File: src/rtl/ahb_ctrl_master.sv
// ahb_ctrl_master: single-outstanding AHB-Lite initiator bridging a valid/ready command port to AHB single transfers
// Ports: AHB_HCLK/AHB_HRESETn clock and async active-low reset; cmd_* command handshake
// (cmd_ready high only in IDLE); rsp_* one-cycle response pulse with read data, error and timeout flags;
// AHB_* master-side bus signals (word-sized SINGLE transfers, IDLE/NONSEQ only).
module ahb_ctrl_master #(
  parameter logic [3:0] HMASTER_ID     = 4'h1,
  parameter logic [3:0] HPROT_VAL      = 4'b0011,
  parameter int         TIMEOUT_CYCLES = 1023
) (
  input  logic        AHB_HCLK,
  input  logic        AHB_HRESETn,
  input  logic        cmd_valid,
  output logic        cmd_ready,
  input  logic        cmd_write,
  input  logic [31:0] cmd_addr,
  input  logic [31:0] cmd_wdata,
  output logic        rsp_valid,
  output logic [31:0] rsp_rdata,
  output logic        rsp_err,
  output logic        rsp_timeout,
  output logic [31:0] AHB_HADDR,
  output logic [1:0]  AHB_HTRANS,
  output logic        AHB_HWRITE,
  output logic [2:0]  AHB_HSIZE,
  output logic [2:0]  AHB_HBURST,
  output logic [3:0]  AHB_HPROT,
  output logic        AHB_HMASTLOCK,
  output logic [3:0]  AHB_HMASTER,
  output logic [31:0] AHB_HWDATA,
  input  logic [31:0] AHB_HRDATA,
  input  logic        AHB_HREADY,
  input  logic [1:0]  AHB_HRESP
);
  typedef enum logic [1:0] {IDLE, ADDR, DATA, RESP} state_t;
  state_t      state;
  logic [15:0] cnt;
  logic [31:0] wdata_q;
  assign cmd_ready     = state == IDLE;
  assign AHB_HSIZE     = 3'b010;
  assign AHB_HBURST    = 3'b000;
  assign AHB_HPROT     = HPROT_VAL;
  assign AHB_HMASTLOCK = 1'b0;
  assign AHB_HMASTER   = HMASTER_ID;
  always_ff @(posedge AHB_HCLK or negedge AHB_HRESETn)
    if (!AHB_HRESETn) begin
      state       <= IDLE;
      cnt         <= '0;
      wdata_q     <= '0;
      AHB_HTRANS  <= 2'b00;
      AHB_HADDR   <= '0;
      AHB_HWRITE  <= 1'b0;
      AHB_HWDATA  <= '0;
      rsp_valid   <= 1'b0;
      rsp_rdata   <= '0;
      rsp_err     <= 1'b0;
      rsp_timeout <= 1'b0;
    end else
      case (state)
        IDLE:
          if (cmd_valid) begin
            if (cmd_addr[1:0] != 2'b00) begin
              state     <= RESP;
              rsp_valid <= 1'b1;
              rsp_err   <= 1'b1;
            end else begin
              state      <= ADDR;
              AHB_HTRANS <= 2'b10;
              AHB_HADDR  <= cmd_addr;
              AHB_HWRITE <= cmd_write;
              wdata_q    <= cmd_wdata;
            end
          end
        ADDR:
          if (AHB_HREADY) begin
            state      <= DATA;
            AHB_HTRANS <= 2'b00;
            AHB_HWDATA <= wdata_q;
            cnt        <= '0;
          end
        DATA:
          if (AHB_HREADY) begin
            state     <= RESP;
            rsp_valid <= 1'b1;
            rsp_err   <= AHB_HRESP != 2'b00;
            rsp_rdata <= (AHB_HRESP == 2'b00 && !AHB_HWRITE) ? AHB_HRDATA : '0;
            cnt       <= '0;
          end else if (cnt == 16'(TIMEOUT_CYCLES - 1)) begin
            state       <= RESP;
            rsp_valid   <= 1'b1;
            rsp_timeout <= 1'b1;
            cnt         <= '0;
          end else
            cnt <= cnt + 16'd1;
        RESP: begin
          state       <= IDLE;
          rsp_valid   <= 1'b0;
          rsp_rdata   <= '0;
          rsp_err     <= 1'b0;
          rsp_timeout <= 1'b0;
        end
      endcase
endmodule
File: config.mk
export PLATFORM = sky130hd
export DESIGN_NAME = ahb_ctrl_master
export DESIGN_NICKNAME = d
export VERILOG_FILES = /design/src/rtl/ahb_ctrl_master.sv
export SDC_FILE = /design/constraint.sdc
export NUM_CORES = 1
export LEC_CHECK = 0
export ABC_CLOCK_PERIOD_IN_PS = 2550
export CAP_MARGIN = 20
export CORE_ASPECT_RATIO = 0.7
export CORE_MARGIN = 3
export CORE_UTILIZATION = 45
export DETAILED_ROUTE_END_ITERATION = 10
export GPL_TIMING_DRIVEN = 1
export PLACE_DENSITY = 0.8
export SYNTH_ARGS = -nofsm -noshare
export SYNTH_HDL_FRONTEND = slang
export SYNTH_SLANG_ARGS = --single-unit
File: constraint.sdc
create_clock -name AHB_HCLK -period 2.55 [get_ports AHB_HCLK]
set_input_delay 0.255 -clock AHB_HCLK [delete_from_list [all_inputs] [get_ports AHB_HCLK]]
set_output_delay 0.255 -clock AHB_HCLK [all_outputs]
set_load 0.005 [all_outputs]
==> out/qor.yml <==
status:
  status: "completed"
cts:
  cts.reportedPaths.clkPinSlew_ns: 0.07
  cts_resized: 0
  cts_root_buffer: "clkbuf_16"
  cts_tree: "built"
  postCtsHoldBufs: 1
  cts_buffer_depth: 2
  clk_latency_ns: 0.41
  cts_num_sinks: 151
  htreeDepth: 4
  cts_buffers: 17
  post-cts-setup-buffers: 0
yosys:
  synth_seq_cells: 151
  synthCells: 444
  async_flop_share_pct: 100
  synth_ff_type: "dfrtp_1"
  syn_area_um2: 6200
  synth_edf_count: 0
  seq_area_frac_synth_pct: 60.9
  synth_area_per_cell_um2: 14.0
  post_synth_num_cell_types: 44
  yosysWarningCount: 0
sta:
  rsz0062_at_grt: "no"
  setup_ws_ns: 0.177
  fin_worst_skew_ns: 0.00738
  setup_tns_ns: 0
  period_minus_slack_ns: 2.37
  setup_viol: 0
  hold_ws_ns: 0.381
  period_share_pct: 93.0
  final_hold_viol_count: 0
  worst_pin_slew_ns: 0.693
  drv_slew: 0
  relSlewSlack_pct: 52.5
  fmax_mhz: 421
die:
  core_um2: 13300
  die_area_um2: 15300
  io-pin-count: 221
  start_util_pct: 46.6
  die_h_um: 104
  std_cell_rows: 35
  die_w_um: 146
place:
  io_buffers: 204
  dp_hpwl_mm: 11.1
  place_ws_ns: 0.189
  routabilityCongestion: 0.805
cells_and_area:
  syn_to_final_growth_pct: 45.9
  nets: 765
  antenna-diode-count: 0
  drive_gt1_share_pct: 22.2
route:
  drc_errors: 0
  drtAntennaViolNets: 0
  dr_total_vias: 4346
  dr.pass1.iters: 4
  via_per_inst: 5.11
  drt-total-wl_mm: 15.3
  post_drt_wl_per_cell_um: 17.9
  drtIter0Drc: 212
pwr:
  ir_worst_vdd_uv: 570
  power_mw: 10.2
  power_density_nw_per_um2: 1130
  p_leak_nw: 3.91
worst_setup_path:
  rrSetupSlack_ns: 0.18
  cp-end-kind: "flip-flop"
  reg2reg_depth: 7
  cp.required_ns: 2.83
  cp_max_fo: 12
  critPathLaunchType: "flip-flop"
  r2r_end: "cnt[4]"
  critical_path_class: "reg2reg"
  r2r-start: "cnt[0]"
  critPathArrivalTime_ns: 2.66
grt:
  grt_pass1_wl_mm: 25.1
  grt_pass1_vias: 4826
  grt_max_degree: 62
  grt.overflow.total: 0
  antenna_found_initial: 0
  grt_usage_pct: 20.5
min_path:
  hold_class: "in2async"
job:
  cap_violations: 0
power breakdown:
part / internal [mW] / switching (mW) / total (mW)
Clock: 1.68 / 0.990 / 2.67
Combinational: 2.30 / 1.29 / 3.60
Sequential: 3.39 / 0.541 / 3.93
Total: 7.37 / 2.82 / 10.2
cell usage in the layout, fill, tap and decap left out, types with 4 or more instances in the layout:
cell,Yosys,layout
mux2_2,97,97
nand4_1,8,8
o21ai_0,10,10
nor3_1,5,5
or3_1,4,4
nand2_1,11,11
bufinv_16,0,4
clkbuf_16,0,17
xnor2_1,4,4
buf_4,16,9
ha_1,8,8
a22o_1,33,33
a21oi_1,9,9
dfrtp_1,151,151
nor2_1,14,13
clkdlybuf4s50_1,0,203
conb_1,2,16
nand3_1,6,6
xor2_1,4,4
inv_1,7,7
worst max-delay path by stage:
stage	startpoint	to	slack (ns)
after global placement	cnt[0]	cnt[10]	0.26
after global routing	cnt[0]	cnt[14]	0.1
after CTS	cnt[0]	cnt[14]	0.18
after detailed placement	cnt[0]	cnt[14]	0.19
after floorplan	cnt[0]	state[1]	0.25
final	cnt[0]	cnt[4]	0.18
cell usage after synthesis (all sizes together) (2+ instances only):
| cell type | number | area, um^2 |
|---|---|---|
| xor2 | 4 | 35.0 |
| and3 | 2 | 12.5 |
| conb | 2 | 7.51 |
| xnor2 | 4 | 35.0 |
| nand2 | 11 | 41.3 |
| a22o | 33 | 289 |
| clkbuf | 9 | 37.5 |
| mux2 | 97 | 1090 |
| or3 | 4 | 25.0 |
| nor3 | 5 | 25.0 |
| o21ai | 10 | 50.1 |
| dfrtp | 151 | 3780 |
| nand2b | 2 | 12.5 |
| ha | 8 | 100 |
| buf | 30 | 210 |
| nor2b | 3 | 18.8 |
| nand3 | 6 | 30.0 |
| or4 | 3 | 26.3 |
| mux2i | 3 | 30.0 |
| inv | 7 | 26.3 |
| a21oi | 9 | 45.0 |
| o22ai | 2 | 12.5 |
| nor4 | 2 | 12.5 |
| nor2 | 14 | 52.6 |
| nand4 | 8 | 50.1 |
| and4 | 2 | 17.5 |
cells by family after synthesis:
family,synth area share (%)
compound gates,7.85
xor+xnor,1.13
fa+ha+maj,1.61
buf+inv,4.42
flops,60.9
mux,18.1
other cells,0.121
simple gates,5.85
critical path, cell delays in order, from the launching register on:
cell	delay [ns]
dfrtp_1	0.41
inv_1	0.11
ha_1	0.14
or4b_4	0.47
or4_4	0.54
o41ai_4	0.28
buf_4	0.23
nor2_1	0.07
routing by layer:
metal	track usage, %	wire, um	part of all wire, %
met4	4.50	103	0.68
met2	33.3	7470	49
met1	26.3	6390	42
met5	0	0	0
met3	7.75	1300	8.5
stage by stage:
step / util [%] / instances / area [um^2]
after floorplan: - / 458 / 6250
after global placement: 63.1 / 819 / 8410
after detailed placement: 63.1 / 819 / 8410
after CTS: 68.0 / 851 / 9050
after global routing: 68.0 / 851 / 9050
final: 68.0 / 851 / 9050
layout make-up:
| cell class | instances | area [um^2] |
|---|---|---|
| Clock buffer | 18 | 439 |
| Clock inverter | 13 | 195 |
| Fill cell | 966 | 4260 |
| Inverter | 7 | 26.3 |
| Multi-Input combinational cell | 261 | 2220 |
| Sequential cell | 151 | 3780 |
| Tap cell | 185 | 231 |
| Timing Repair Buffer | 216 | 2160 |
state kept, by name (all words and copies together), names as in the netlist, 2 cells and up:
name	count
cnt	16
AHB_HWDATA	32
rsp_rdata	32
AHB_HADDR	32
wdata_q	32
state	2
No activity file was read; power rests on OpenSTA's default activity.
